$ cat src/rtl/interp_pkg.sv
// ============================================================================
// Module : interp_pkg
// Brief  : Shared types and width helpers for multichannel_interp.
// Rev    : 1.0  initial release
// ============================================================================
`default_nettype none

package interp_pkg;

    typedef enum logic [1:0] {
        ST_IDLE = 2'd0,
        ST_RUN  = 2'd1,
        ST_DONE = 2'd2
    } state_t;

    function automatic int ch_width(input int channels);
        return (channels > 1) ? $clog2(channels) : 1;
    endfunction

    // One guard bit above |diff| * frac so the shift-add never wraps.
    function automatic int acc_width(input int data_width, input int frac_bits);
        return data_width + frac_bits + 1;
    endfunction

    function automatic int round_const(input int frac_bits);
        return 1 << (frac_bits - 1);
    endfunction

endpackage

`default_nettype wire

$ cat src/rtl/interp_sign_mag.sv
// ============================================================================
// Module : interp_sign_mag
// Brief  : Signed value -> (sign, magnitude) split plus the inverse recombine.
// Rev    : 1.0  initial release
// ============================================================================
`default_nettype none

module interp_sign_mag #(
    parameter int W = 17
) (
    input  logic [W-1:0] i_value,
    output logic         o_sign,
    output logic [W-1:0] o_mag,
    input  logic         i_sign,
    input  logic [W-1:0] i_mag,
    output logic [W-1:0] o_value
);

    // Inputs are bounded so the magnitude never needs more than W bits.
    assign o_sign  = i_value[W-1];
    assign o_mag   = i_value[W-1] ? (~i_value + 1'b1) : i_value;
    assign o_value = i_sign ? (~i_mag + 1'b1) : i_mag;

endmodule

`default_nettype wire

$ cat src/rtl/multichannel_interp.sv
// ============================================================================
// Module : multichannel_interp
// Brief  : Handshaked shift-add linear interpolator with channel pass-through.
//          Define INTERP_ROUND_EN for round-half-away-from-zero results.
// Rev    : 1.0  initial release
// ============================================================================
`default_nettype none

module multichannel_interp
    import interp_pkg::*;
#(
    parameter int DATA_WIDTH = 16,
    parameter int FRAC_BITS  = 4,
    parameter int CHANNELS   = 8
) (
    input  logic                          clk,
    input  logic                          reset,
    input  logic                          i_in_valid,
    output logic                          o_in_ready,
    input  logic [ch_width(CHANNELS)-1:0] i_in_channel,
    input  logic [DATA_WIDTH-1:0]         i_base,
    input  logic [DATA_WIDTH-1:0]         i_target,
    input  logic [FRAC_BITS-1:0]          i_frac,
    output logic                          o_out_valid,
    input  logic                          i_out_ready,
    output logic [ch_width(CHANNELS)-1:0] o_out_channel,
    output logic [DATA_WIDTH-1:0]         o_out_data
);

    localparam int CH_W  = ch_width(CHANNELS);
    localparam int ACC_W = acc_width(DATA_WIDTH, FRAC_BITS);
    localparam int MAG_W = DATA_WIDTH + 1;
    localparam int CNT_W = $clog2(FRAC_BITS + 1);

    state_t                r_state;
    state_t                w_state_nxt;
    logic                  w_in_ready;
    logic                  w_out_valid;
    logic                  w_accept;
    logic                  w_last;

    logic [DATA_WIDTH-1:0] r_base;
    logic [CH_W-1:0]       r_channel;
    logic [FRAC_BITS-1:0]  r_frac;
    logic                  r_neg;
    logic [MAG_W-1:0]      r_mag;
    logic [ACC_W-1:0]      r_acc;
    logic [CNT_W-1:0]      r_cnt;
    logic [DATA_WIDTH-1:0] r_out_data;
    logic [CH_W-1:0]       r_out_channel;

    logic [MAG_W-1:0]      w_diff;
    logic                  w_diff_sign;
    logic [MAG_W-1:0]      w_diff_mag;
    logic [ACC_W-1:0]      w_acc_next;
    logic [ACC_W-1:0]      w_acc_fin;
    logic [MAG_W-1:0]      w_step_mag;
    logic [MAG_W-1:0]      w_step_val;
    logic [MAG_W-1:0]      w_base_ext;

    // Widened by one bit so target - base cannot overflow.
    assign w_diff = {i_target[DATA_WIDTH-1], i_target} - {i_base[DATA_WIDTH-1], i_base};

    interp_sign_mag #(
        .W (MAG_W)
    ) u_sign_mag (
        .i_value (w_diff),
        .o_sign  (w_diff_sign),
        .o_mag   (w_diff_mag),
        .i_sign  (r_neg),
        .i_mag   (w_step_mag),
        .o_value (w_step_val)
    );

    // ------------------------------------------------------------------ FSM
    always_ff @(posedge clk or posedge reset) begin
        if (reset) begin
            r_state <= ST_IDLE;
        end else begin
            r_state <= w_state_nxt;
        end
    end

    always_comb begin
        w_state_nxt = r_state;
        w_in_ready  = 1'b0;
        w_out_valid = 1'b0;
        case (r_state)
            ST_IDLE: begin
                w_in_ready = 1'b1;
                if (i_in_valid) begin
                    w_state_nxt = ST_RUN;
                end
            end
            ST_RUN: begin
                if (w_last) begin
                    w_state_nxt = ST_DONE;
                end
            end
            ST_DONE: begin
                w_out_valid = 1'b1;
                if (i_out_ready) begin
                    w_in_ready  = 1'b1;
                    w_state_nxt = i_in_valid ? ST_RUN : ST_IDLE;
                end
            end
            default: begin
                w_state_nxt = ST_IDLE;
            end
        endcase
        if (reset) begin
            w_in_ready = 1'b0;
        end
    end

    assign w_accept      = i_in_valid & w_in_ready;
    assign w_last        = (r_cnt == '0);
    assign o_in_ready    = w_in_ready;
    assign o_out_valid   = w_out_valid;
    assign o_out_data    = r_out_data;
    assign o_out_channel = r_out_channel;

    // ------------------------------------------------------------ datapath
    // frac is shifted left each iteration so its MSB is always the live bit.
    assign w_acc_next = {r_acc[ACC_W-2:0], 1'b0}
                      + (r_frac[FRAC_BITS-1] ? ACC_W'(r_mag) : '0);

`ifdef INTERP_ROUND_EN
    localparam logic [ACC_W-1:0] c_RND = ACC_W'(round_const(FRAC_BITS));
    assign w_acc_fin = w_acc_next + c_RND;
`else
    assign w_acc_fin = w_acc_next;
`endif

    assign w_step_mag = MAG_W'(w_acc_fin >> FRAC_BITS);
    assign w_base_ext = {r_base[DATA_WIDTH-1], r_base};

    always_ff @(posedge clk or posedge reset) begin
        if (reset) begin
            r_base        <= '0;
            r_channel     <= '0;
            r_frac        <= '0;
            r_neg         <= 1'b0;
            r_mag         <= '0;
            r_acc         <= '0;
            r_cnt         <= '0;
            r_out_data    <= '0;
            r_out_channel <= '0;
        end else if (w_accept) begin
            r_base    <= i_base;
            r_channel <= i_in_channel;
            r_frac    <= i_frac;
            r_neg     <= w_diff_sign;
            r_mag     <= w_diff_mag;
            r_acc     <= '0;
            r_cnt     <= CNT_W'(FRAC_BITS - 1);
        end else if (r_state == ST_RUN) begin
            r_acc  <= w_acc_next;
            r_frac <= r_frac << 1;
            r_cnt  <= r_cnt - 1'b1;
            if (w_last) begin
                // Result is bounded by base and target, so truncation is lossless.
                r_out_data    <= DATA_WIDTH'(w_base_ext + w_step_val);
                r_out_channel <= r_channel;
            end
        end
    end

endmodule

`default_nettype wire
$ cat config.mk
export PLATFORM = sky130hd
export DESIGN_NAME = multichannel_interp
export DESIGN_NICKNAME = d
export VERILOG_FILES = /design/src/rtl/interp_pkg.sv /design/src/rtl/interp_sign_mag.sv /design/src/rtl/multichannel_interp.sv
export SDC_FILE = /design/constraint.sdc
export NUM_CORES = 1
export LEC_CHECK = 0
export BUFFER_PORTS_ARGS = -buffer_cell sky130_fd_sc_hd__buf_2
export CAP_MARGIN = 20
export CORE_MARGIN = 5
export CORE_UTILIZATION = 54
export CTS_BUF_LIST = sky130_fd_sc_hd__clkbuf_16
export CTS_CLUSTER_SIZE = 14
export DETAILED_ROUTE_END_ITERATION = 12
export PLACE_DENSITY_LB_ADDON = 0.05
export SYNTH_ARGS = -nofsm -noshare
export SYNTH_HDL_FRONTEND = slang
export SYNTH_SLANG_ARGS = --single-unit
$ cat constraint.sdc
create_clock -name clk -period 4.8 [get_ports clk]
set_input_delay 0.24 -clock clk [delete_from_list [all_inputs] [get_ports clk]]
set_output_delay 0.24 -clock clk [all_outputs]
set_load 0.1 [all_outputs]
==> results.md, run 1 <==
- Status: completed
- Critical Path Start: r_frac[3]$_DFFE_PP0P_
- Fin cells: 951
- Max stage delay on crit path: 450 ps
- Number of hold buffers added after cts: 0
- Fin crit period: between 4000 and 5000 ps
- Number of max-cap violations: 0
- Via/cell ratio: ~5.7
- Multi-input gate area: between 3000 and 4000 µm²
- Antenna cells: 0
- R2R setup slack: about 160 ps
- Placeable Area: around 11000 µm²
- Row cnt: 39
- Gr ovfl total: 0
- Worst EP required: between 5000 and 6000 ps
- Hpwl dp: about 12000 µm
- Synthesized flop and latch total: 84
- Max clock buf depth: 2
- Placed cells: between 900 and 1000
- Worst path slowest cell: a311o_1
- Clock transition at path regs: around 60 ps
- CP arrival: between 4000 and 5000 ps
- Hold path start: i_in_channel[2]
- Detailed-route via count: roughly 5500
- Number of synthesized flops with an enable pin: 0
- Max FO, Critical Path: 7
- Slew HR: 0.389
- Initial Util: 0.545
- Final Slew Violations: 0
- Sequential share of the synthesized area: 0.341
- Final Routed Wirelength: ~16000 µm
- Die height: approximately 120 µm
- Yosys cell types: 64
- Insertion delay to the later sink of the worst-skew pair: 340 ps
- Commonest non-fill, non-tap cell in the layout: nand2_1
- Hold Vio Cnt, Final: 0
- Mean Syn Cell Area: ~8.6 µm²
- Initial DRC count: around 260
- Hold WC Path Type: in -> reg
- Post-synth top flop: dfrtp_1
- Routability cong.: roughly 0.92
- Chip width: 117 µm
- Synth warnings: 0
- Pin count of the biggest net entering global routing: 53
- PD cells: roughly 800 nW/µm²
- Ports: 64
- Average wire per standard cell: 16.4 µm
- Clock buffer count from CTS: 9
- Element type at the critical path start: register
- Clk_skew: 8.18 ps
- Period utilization: 0.967
- Clock root cell: clkbuf_16
- Crit path to: o_out_data[15]$_DFFE_PP0P_
- Critical R2R Launch: r_frac[3]$_DFFE_PP0P_
- CP delay by family, top: compound AO/OA/AOI/OAI gates
- Asr flop ratio synth: 1.00
- Initial antenna violation count: 0
- Core Util, Final: 0.637
- H-tree depth: 3
- Final Power: about 0.0058 W
- Nets: between 900 and 1000
- Leak: approximately 3.6 nW
- Worst-Margin Slew: just over 900 ps
- Share of post-route cells with drive strength above 1: 0.182
- Area grow syn2layout: 17.0%
- Fill cell count: 1000
- Worst Path Buf+Inv: 1
- Setup CP Type: reg -> reg
- Final setup fails: 0
- CP endpoint kind: register
- Max VDD drop: between 500 and 600 µV
- Num Clock Sinks: 84
- R2R depth: 17
- Post-Syn Instances: between 700 and 800
- Setup TNS: 0 ps
- Vias in the first global route: between 5000 and 6000
- Drc violations: 0
- Post-Syn Area: a little over 6000 µm²
- Syn Nets: about 800
- PortBufs: 63
- Crit-path cells: and2_1 > ha_1 > fa_2 > a21o_1 > a311o_1 > buf_4 > a311oi_4 > nor2_1 > xor2_1 > o41ai_2 > xor2_1 > ha_1 > or3_1 > a211oi_2 > o31ai_2 > nor4b_1 > a211o_1
- Number of cells on the critical path: 17
- Final antenna-violating net count: 0
- TritonCTS clock tree: yes
- Overall Global Routing Usage: 0.238
- Most frequent cells in the layout: 108 x nand2_1, 84 x dfrtp_1, 83 x o21ai_0
- DRT Pass-1 Iters: 4
- Die area: 13700 µm²
- Reg area: 2100 µm²
- Fmax achieved: between 200 and 250 MHz
- Reg-to-reg endpoint: o_out_data[15]$_DFFE_PP0P_
- First-pass GRT wire length: 25500 µm
cell families (layout without fill, tap and decap cells):
family                   count (synthesis)  after routing  share of synthesized area
AO/OA/AOI/OAI                          202            202                      0.209
XOR/XNOR                                66             66                     0.0937
adder cells (fa/ha/maj)                 56             56                      0.117
buffers and inverters                   60            147                     0.0377
flip-flops                              84             84                      0.341
multiplexers                             5              5                    0.00913
AND/OR/NAND/NOR                        248            248                      0.192
worst min path at each step:
| stage | end | slack [ps] | depth (start not counted) |
|---|---|---|---|
| floorplan | r_state[1]$_DFFE_PP0P_ | 330 | 1 |
| global placement | r_frac[0]$_DFFE_PP0P_ | 430 | 3 |
| detailed placement | r_channel[1]$_DFFE_PP0P_ | 440 | 3 |
| CTS | r_channel[2]$_DFFE_PP0P_ | 80 | 3 |
| global route | r_channel[2]$_DFFE_PP0P_ | 100 | 3 |
| finish | r_channel[2]$_DFFE_PP0P_ | 80 | 3 |
power breakdown:
| part | total (W) | switching, W | internal (W) |
|---|---|---|---|
| clock | 0.000678 | 0.000282 | 0.000396 |
| sequential | 0.00124 | 0.000222 | 0.00102 |
| combinational | 0.00386 | 0.00236 | 0.00150 |
layer usage:
metal / share of wire / track usage / up-vias / wire, µm
met5: 0 / 0 / - / 0
met4: 0.028 / 0.0979 / 0 / 440
met3: 0.030 / 0.0365 / 35 / 475
met2: 0.50 / 0.419 / 94 / 7780
met1: 0.44 / 0.290 / 2605 / 6920
li1: - / - / 2731 / -
worst register-to-register path, cell delays in order (launching register included):
cell and delay, ps:
dfrtp_1 420, and2_1 160, ha_1 230, fa_2 360, a21o_1 250, a311o_1 450
buf_4 180, a311oi_4 280, nor2_1 80, xor2_1 180, o41ai_2 390, xor2_1 150
ha_1 220, or3_1 370, a211oi_2 290, o31ai_2 130, nor4b_1 150, a211o_1 240
synth_stat cells (19+ instances only):
library cell / number / area, µm²
dfrtp_1: 84 / 2100
xnor2_1: 29 / 254
a21oi_1: 19 / 95.1
nor2_1: 31 / 116
and2_1: 22 / 138
inv_1: 36 / 135
nand3_1: 30 / 150
ha_1: 53 / 663
nand2_1: 108 / 405
xor2_1: 37 / 324
o21ai_0: 90 / 450
clkbuf_1: 23 / 86.3
what timing repair did:
item | CTS | global route
buffers inserted | 0 | 1
endpoints found under the setup margin | 1 | 6
gates resized for setup | 2 | 29
pin swaps | 0 | 5
flip-flops by register name (all words and copies together) (netlist names):
name / flops
r_channel: 3
r_neg: 1
r_cnt: 3
o_out_channel: 3
r_mag: 17
o_out_data: 16
r_frac: 4
r_base: 16
r_state: 2
r_acc: 19
stage by stage:
step	setup WS, ps	area [µm²]	hold slack [ps]
floorplan	178	6170	326
global placement	139	6800	429
detailed placement	-17.2	6800	436
CTS	86.7	7090	77.4
global route	-63.0	7220	95.5
finish	157	7220	84.6
final cells by class:
cell class,count,area share
sequential,84,0.291
timing repair buffer,96,0.0791
clock buffer,9,0.0312
multi-input combinational,577,0.547
tap,143,0.0248
inverter,36,0.0189
clock inverter,6,0.00815
Power figures use the tool's default switching activity.
==> run 2, diff against run 1 <==
--- a/config.mk
+++ b/config.mk
@@ -6,12 +6,13 @@
 export NUM_CORES = 1
 export LEC_CHECK = 0
 export BUFFER_PORTS_ARGS = -buffer_cell sky130_fd_sc_hd__buf_2
-export CAP_MARGIN = 20
+export CAP_MARGIN = 15
 export CORE_MARGIN = 5
 export CORE_UTILIZATION = 54
 export CTS_BUF_LIST = sky130_fd_sc_hd__clkbuf_16
 export CTS_CLUSTER_SIZE = 14
 export DETAILED_ROUTE_END_ITERATION = 12
+export MAX_ROUTING_LAYER = met4
 export PLACE_DENSITY_LB_ADDON = 0.05
 export SYNTH_ARGS = -nofsm -noshare
 export SYNTH_HDL_FRONTEND = slang
==> run 2 against run 1 <==
Effect of this change:
- count of clock-buffer cells in the layout stayed put
- total power is 0.49% lower
- flip-flop and latch count stayed put
- critical path depth is 1 higher
- global-route usage is 1.4 points higher
- combinational power hardly changed
- largest cell class unchanged
==> results.md, run 2 (synthesis results as in run 1) <==
- Number of max-cap violations: 0
- Area grow syn2layout: 17.3%
- Multi-input gate area: 3950 µm²
- First-pass GRT wire length: approximately 26000 µm
- Max FO, Critical Path: 4
- Worst EP required: between 5000 and 6000 ps
- Placeable Area: around 11000 µm²
- R2R setup slack: ~230 ps
- Clock root cell: clkbuf_16
- Gr ovfl total: 0
- Setup CP Type: reg -> reg
- Num Clock Sinks: 84
- Chip width: 117 µm
- Most frequent cells in the layout: 108 x nand2_1, 84 x o21ai_0, 84 x dfrtp_1
- Initial DRC count: ~350
- DRT Pass-1 Iters: 5
- Hold WC Path Type: in -> async
- R2R depth: 18
- Average wire per standard cell: around 16 µm
- Final Slew Violations: 0
- Max reg flops: 19
- Reg area: between 2000 and 2500 µm²
- PD cells: approximately 790 nW/µm²
- Status: completed
- Initial antenna violation count: 1
- Die height: roughly 120 µm
- Number of hold buffers added after cts: 0
- Final antenna-violating net count: 0
- H-tree depth: 3
- Hold Vio Cnt, Final: 0
- Clock buffer count from CTS: 9
- PortBufs: 63
- Final Routed Wirelength: around 16000 µm
- Insertion delay to the later sink of the worst-skew pair: 350 ps
- Row cnt: 39
- Top Registers: r_acc (19), r_mag (17)
- Hpwl dp: between 10000 and 15000 µm
- Ports: between 60 and 70
- Max clock buf depth: 2
- Detailed-route via count: around 5600
- Pin count of the biggest net entering global routing: 53
- Die area: about 14000 µm²
- Drc violations: 0
- Placed instance area: between 6000 and 7000 µm²
- Reg-to-reg endpoint: o_out_data[15]$_DFFE_PP0P_
- Fill cell count: a little over 1000
- TritonCTS clock tree: yes
- Nets: a little over 900
- Worst-Margin Slew: 907 ps
- Share of post-route cells with drive strength above 1: 0.186
- CP arrival: roughly 4800 ps
- Largest Register: r_acc
- Vias in the first global route: 5542
- Element type at the critical path start: register
- Final instance area: just over 7000 µm²
- Routability cong.: between 0.9 and 1
- Critical R2R Launch: r_mag[1]$_DFFE_PP0P_
- Period utilization: 0.952
- Slew HR: 0.395
- Final setup fails: 0
- Commonest non-fill, non-tap cell in the layout: nand2_1
- CP endpoint kind: register
- Clk_skew: 4.91 ps
- Max VDD drop: 679 µV
- Leak: around 3.5 nW
- Fin crit period: approximately 4600 ps
- Final Power: roughly 0.0058 W
- Fmax achieved: ~220 MHz
- Clock transition at path regs: about 60 ps
- Overall Global Routing Usage: 0.251
- Via/cell ratio: roughly 5.8
- Initial Util: 0.545
==> run 2: repair_timing <==
action                     in CTS  in global routing
buffers inserted                0                  5
hold endpoints to repair        0                  0
resized for setup               1                 29
setup endpoints to repair       1                  7
pin swaps                       0                 12
cloned                          0                  0
==> run 2: layer usage <==
layer	up-vias	GRT usage	wire (µm)
li1	2732	-	-
met1	2658	0.308	6960
met2	133	0.417	7630
met3	38	0.0355	599
met4	0	0.105	474
met5	-	-	0
==> run 2: power breakdown <==
| part | internal [W] | switching, W | total [W] |
|---|---|---|---|
| Sequential | 0.00102 | 0.000219 | 0.00124 |
| Combinational | 0.00152 | 0.00235 | 0.00387 |
| Clock | 0.000346 | 0.000290 | 0.000637 |
| Total | 0.00289 | 0.00286 | 0.00575 |
==> run 2: through the flow <==
step	cells	hold slack [ps]	utilization	worst slack, ps	setup TNS (ps)
2_1_floorplan	721	326	-	178	0
3_3_place_gp	934	429	0.601	141	0
3_5_place_dp	934	438	0.601	-14.9	-14.9
4_1_cts	950	71.6	0.625	40.4	0
5_1_grt	957	85.9	0.639	-29.2	-36.5
6_report	957	80.2	0.639	230	0
==> run 2: worst max-delay path, stage by stage, from the launching register on <==
cell	delay, ps
dfrtp_1	370
and2_1	160
ha_1	220
fa_2	370
a21o_1	240
a21oi_2	160
xor2_1	290
buf_4	170
buf_4	110
nand4_1	120
or3_4	420
o31ai_2	280
xnor2_1	120
ha_1	220
or3_1	400
a211oi_2	310
o31ai_2	100
nor4b_2	160
a211o_1	230
==> run 2: cell type report <==
| type | instances | share of cell area |
|---|---|---|
| Antenna cell | 1 | 0.000346 |
| Clock buffer | 9 | 0.0311 |
| Clock inverter | 7 | 0.00605 |
| Inverter | 36 | 0.0188 |
| Multi-Input combinational cell | 577 | 0.546 |
| Sequential cell | 84 | 0.290 |
| Tap cell | 143 | 0.0247 |
| Timing Repair Buffer | 100 | 0.0830 |
==> run 2: worst max path at each step <==
stage                                      from                          to  slack, ps  depth (start not counted)
after floorplan           r_frac[3]$_DFFE_PP0P_  o_out_data[15]$_DFFE_PP0P_        180                         18
after global placement    r_frac[3]$_DFFE_PP0P_  o_out_data[15]$_DFFE_PP0P_        140                         18
after detailed placement  r_frac[3]$_DFFE_PP0P_  o_out_data[15]$_DFFE_PP0P_        -10                         18
after CTS                 r_frac[3]$_DFFE_PP0P_  o_out_data[15]$_DFFE_PP0P_         40                         18
after global routing       r_mag[1]$_DFFE_PP0P_  o_out_data[15]$_DFFE_PP0P_        -30                         18
final                      r_mag[1]$_DFFE_PP0P_  o_out_data[15]$_DFFE_PP0P_        230                         18
==> run 3, diff against run 2 <==
--- a/config.mk
+++ b/config.mk
@@ -10,6 +10,7 @@
 export CORE_MARGIN = 5
 export CORE_UTILIZATION = 54
 export CTS_BUF_LIST = sky130_fd_sc_hd__clkbuf_16
+export CTS_CLUSTER_DIAMETER = 80
 export CTS_CLUSTER_SIZE = 14
 export DETAILED_ROUTE_END_ITERATION = 12
 export MAX_ROUTING_LAYER = met4
==> constraint.sdc (replaced) <==
create_clock -name clk -period 3.68 [get_ports clk]
set_input_delay 0.184 -clock clk [delete_from_list [all_inputs] [get_ports clk]]
set_output_delay 0.184 -clock clk [all_outputs]
set_load 0.1 [all_outputs]
==> run 3 against run 2 <==
Effect of this change:
- the run now ends with negative setup slack left
- via count rose by 7.6%
- cell count rose by 11%
- worst hold slack got worse by 59 ps
- clock skew rose by 1.9 ps
- count of clock-buffer cells in the layout did not move
- critical path depth did not move
- die area did not move
- sequential share of layout area fell by 4.2 points
- routed wire length rose by 16%
- core utilization rose by 11 points
- global-route usage rose by 2.8 points
- non-clock buffer count rose by 103
- highest routed layer unchanged
==> results.md, run 3 (synthesis results as in run 1) <==
- Status: finished, violations left
- Failing checks: negative setup slack
- Crit-path cells: buf_6 > and2_4 > fa_2 > a21o_4 > a311o_1 > and2_4 > a311oi_4 > nand3_2 > buf_4 > o21ai_4 > xnor2_2 > ha_1 > a21o_1 > or3_1 > a211oi_2 > o31ai_2 > nor4b_1 > a211o_1
- Hpwl dp: about 13000 µm
- Top routing layer in use: met4
- Critical Path Start: r_frac[3]$_DFFE_PP0P_
- CP endpoint kind: register
- Vias in the first global route: 6068
- Clock buffer count from CTS: 9
- Slew HR: 0.358
- Area grow syn2layout: 37.5%
- Reg-to-reg endpoint: o_out_data[15]$_DFFE_PP0P_
- Fin crit period: approximately 4500 ps
- Multi-input gate area: approximately 4300 µm²
- DRT Pass-1 Iters: 5
- Final worst slack: -819 ps
- Final Routed Wirelength: roughly 18000 µm
- Gr ovfl total: 0
- Max FO, Critical Path: 6
- Period utilization: 1.22
- Core Util, Final: 0.749
- Max reg flops: 19
- Share of post-route cells with drive strength above 1: 0.331
- Max stage delay on crit path: around 440 ps
- Top Registers: r_acc (19), r_mag (17)
- Antenna cells: 0
- Metal1 wirelength: between 7000 and 8000 µm
- Fin cells: around 1100
- Via/cell ratio: approximately 5.6
- Hold path start: i_in_channel[1]
- CP arrival: between 4000 and 5000 ps
- Pin count of the biggest net entering global routing: 62
- End of the worst hold path: r_channel[1]$_DFFE_PP0P_
- Most common cell on crit path: and2_4
- Routability cong.: roughly 0.92
- Hold Crit Depth: 3
- Setup CP Type: reg -> reg
- Number of max-cap violations: 0
- Insertion delay to the later sink of the worst-skew pair: around 350 ps
- First-pass GRT wire length: about 29000 µm
- Initial Util: 0.545
- Die height: 117 µm
- Chip width: between 100 and 150 µm
- R2R setup slack: -820 ps
- Largest Register: r_acc
- Clock transition at path regs: about 70 ps
- H-tree depth: 3
- Ports: 64
- Overall Global Routing Usage: 0.280
- R2R depth: 18
- Num Clock Sinks: 84
- Element type at the critical path start: register
- Detailed-route via count: 5983
- Reg area: roughly 2100 µm²
- Hold WC Path Type: in -> reg
- Final Slew Violations: 0
- Nets: between 1000 and 1500
- TritonCTS clock tree: yes
- Placed cells: between 1000 and 1500
- Row cnt: 39
- Fmax achieved: 222 MHz
- Initial DRC count: 361
- Worst EP required: between 3000 and 4000 ps
- Placeable Area: approximately 11000 µm²
- Initial antenna violation count: 0
- Final setup fails: 9
- Max clock buf depth: 2
- Commonest non-fill, non-tap cell in the layout: buf_4
- Critical R2R Launch: r_frac[3]$_DFFE_PP0P_
- Die area: between 10000 and 15000 µm²
- Fill cell count: a little over 800
- Total length of routed met2 wires: just over 9000 µm
- Most frequent cells in the layout: 129 x buf_4, 108 x nand2_1, 83 x dfrtp_1
- Clk_skew: 6.84 ps
- Final hold slack: around 22 ps
- Met3 WL post-DR: between 600 and 700 µm
- Setup WS pre-CTS: -920 ps
- PortBufs: between 60 and 70
- Clock root cell: clkbuf_16
- Final antenna-violating net count: 0
- RSZ-0062 raised after global routing: yes
- Worst-Margin Slew: between 900 and 1000 ps
- Average wire per standard cell: between 15 and 20 µm
- Hold Vio Cnt, Final: 0
- Worst path slowest cell: dfrtp_2
- Drc violations: 0
## run 3: worst max path at each step
| stage | end | slack [ps] |
|---|---|---|
| after floorplan | o_out_data[15]$_DFFE_PP0P_ | -620 |
| after global placement | o_out_data[15]$_DFFE_PP0P_ | -850 |
| after detailed placement | o_out_data[15]$_DFFE_PP0P_ | -920 |
| after CTS | o_out_data[15]$_DFFE_PP0P_ | -740 |
| after global routing | o_out_data[15]$_DFFE_PP0P_ | -950 |
| final | o_out_data[15]$_DFFE_PP0P_ | -820 |
## run 3: metal layers
metal  up-vias  GRT usage
met4         0      0.112
met3        42     0.0499
met2       155      0.477
met1      2836      0.328
met5         -          -
li1       2950          -
## run 3: metrics by stage
stage	instance area, µm²	TNS (ps)
floorplan	6250	-3490
global placement	7480	-6080
detailed placement	7480	-6730
CTS	8230	-5850
global route	8480	-7140
finish	8480	-5460
## run 3: critical path, delay by kind of cell, from the launching register on
| kind | cells | cell delay, ps |
|---|---|---|
| AO/OA/AOI/OAI | 8 | 1790 |
| AND/OR/NAND/NOR | 5 | 1020 |
| adder cells (fa/ha/maj) | 2 | 690 |
| flip-flops | 1 | 440 |
| buffers and inverters | 2 | 320 |
| XOR/XNOR | 1 | 100 |
## run 3: final cells by class
cell class	instances	area share
inverter	36	0.0161
tap	143	0.0211
clock inverter	7	0.00900
multi-input combinational	577	0.509
sequential	84	0.248
clock buffer	9	0.0266
timing repair buffer	203	0.171
## run 3: repair_timing
item / 4_1_cts / 5_1_grt
hold endpoints to repair: 0 / 17
hold buffers: 0 / 1
gates resized for setup: 55 / 36
buffers inserted: 30 / 14
pin swaps: 29 / 48
setup endpoints to repair: 11 / 12
Power of run 3 is not shown: default switching activity piles up to over one toggle a cycle in this logic, so the estimate is an artifact.
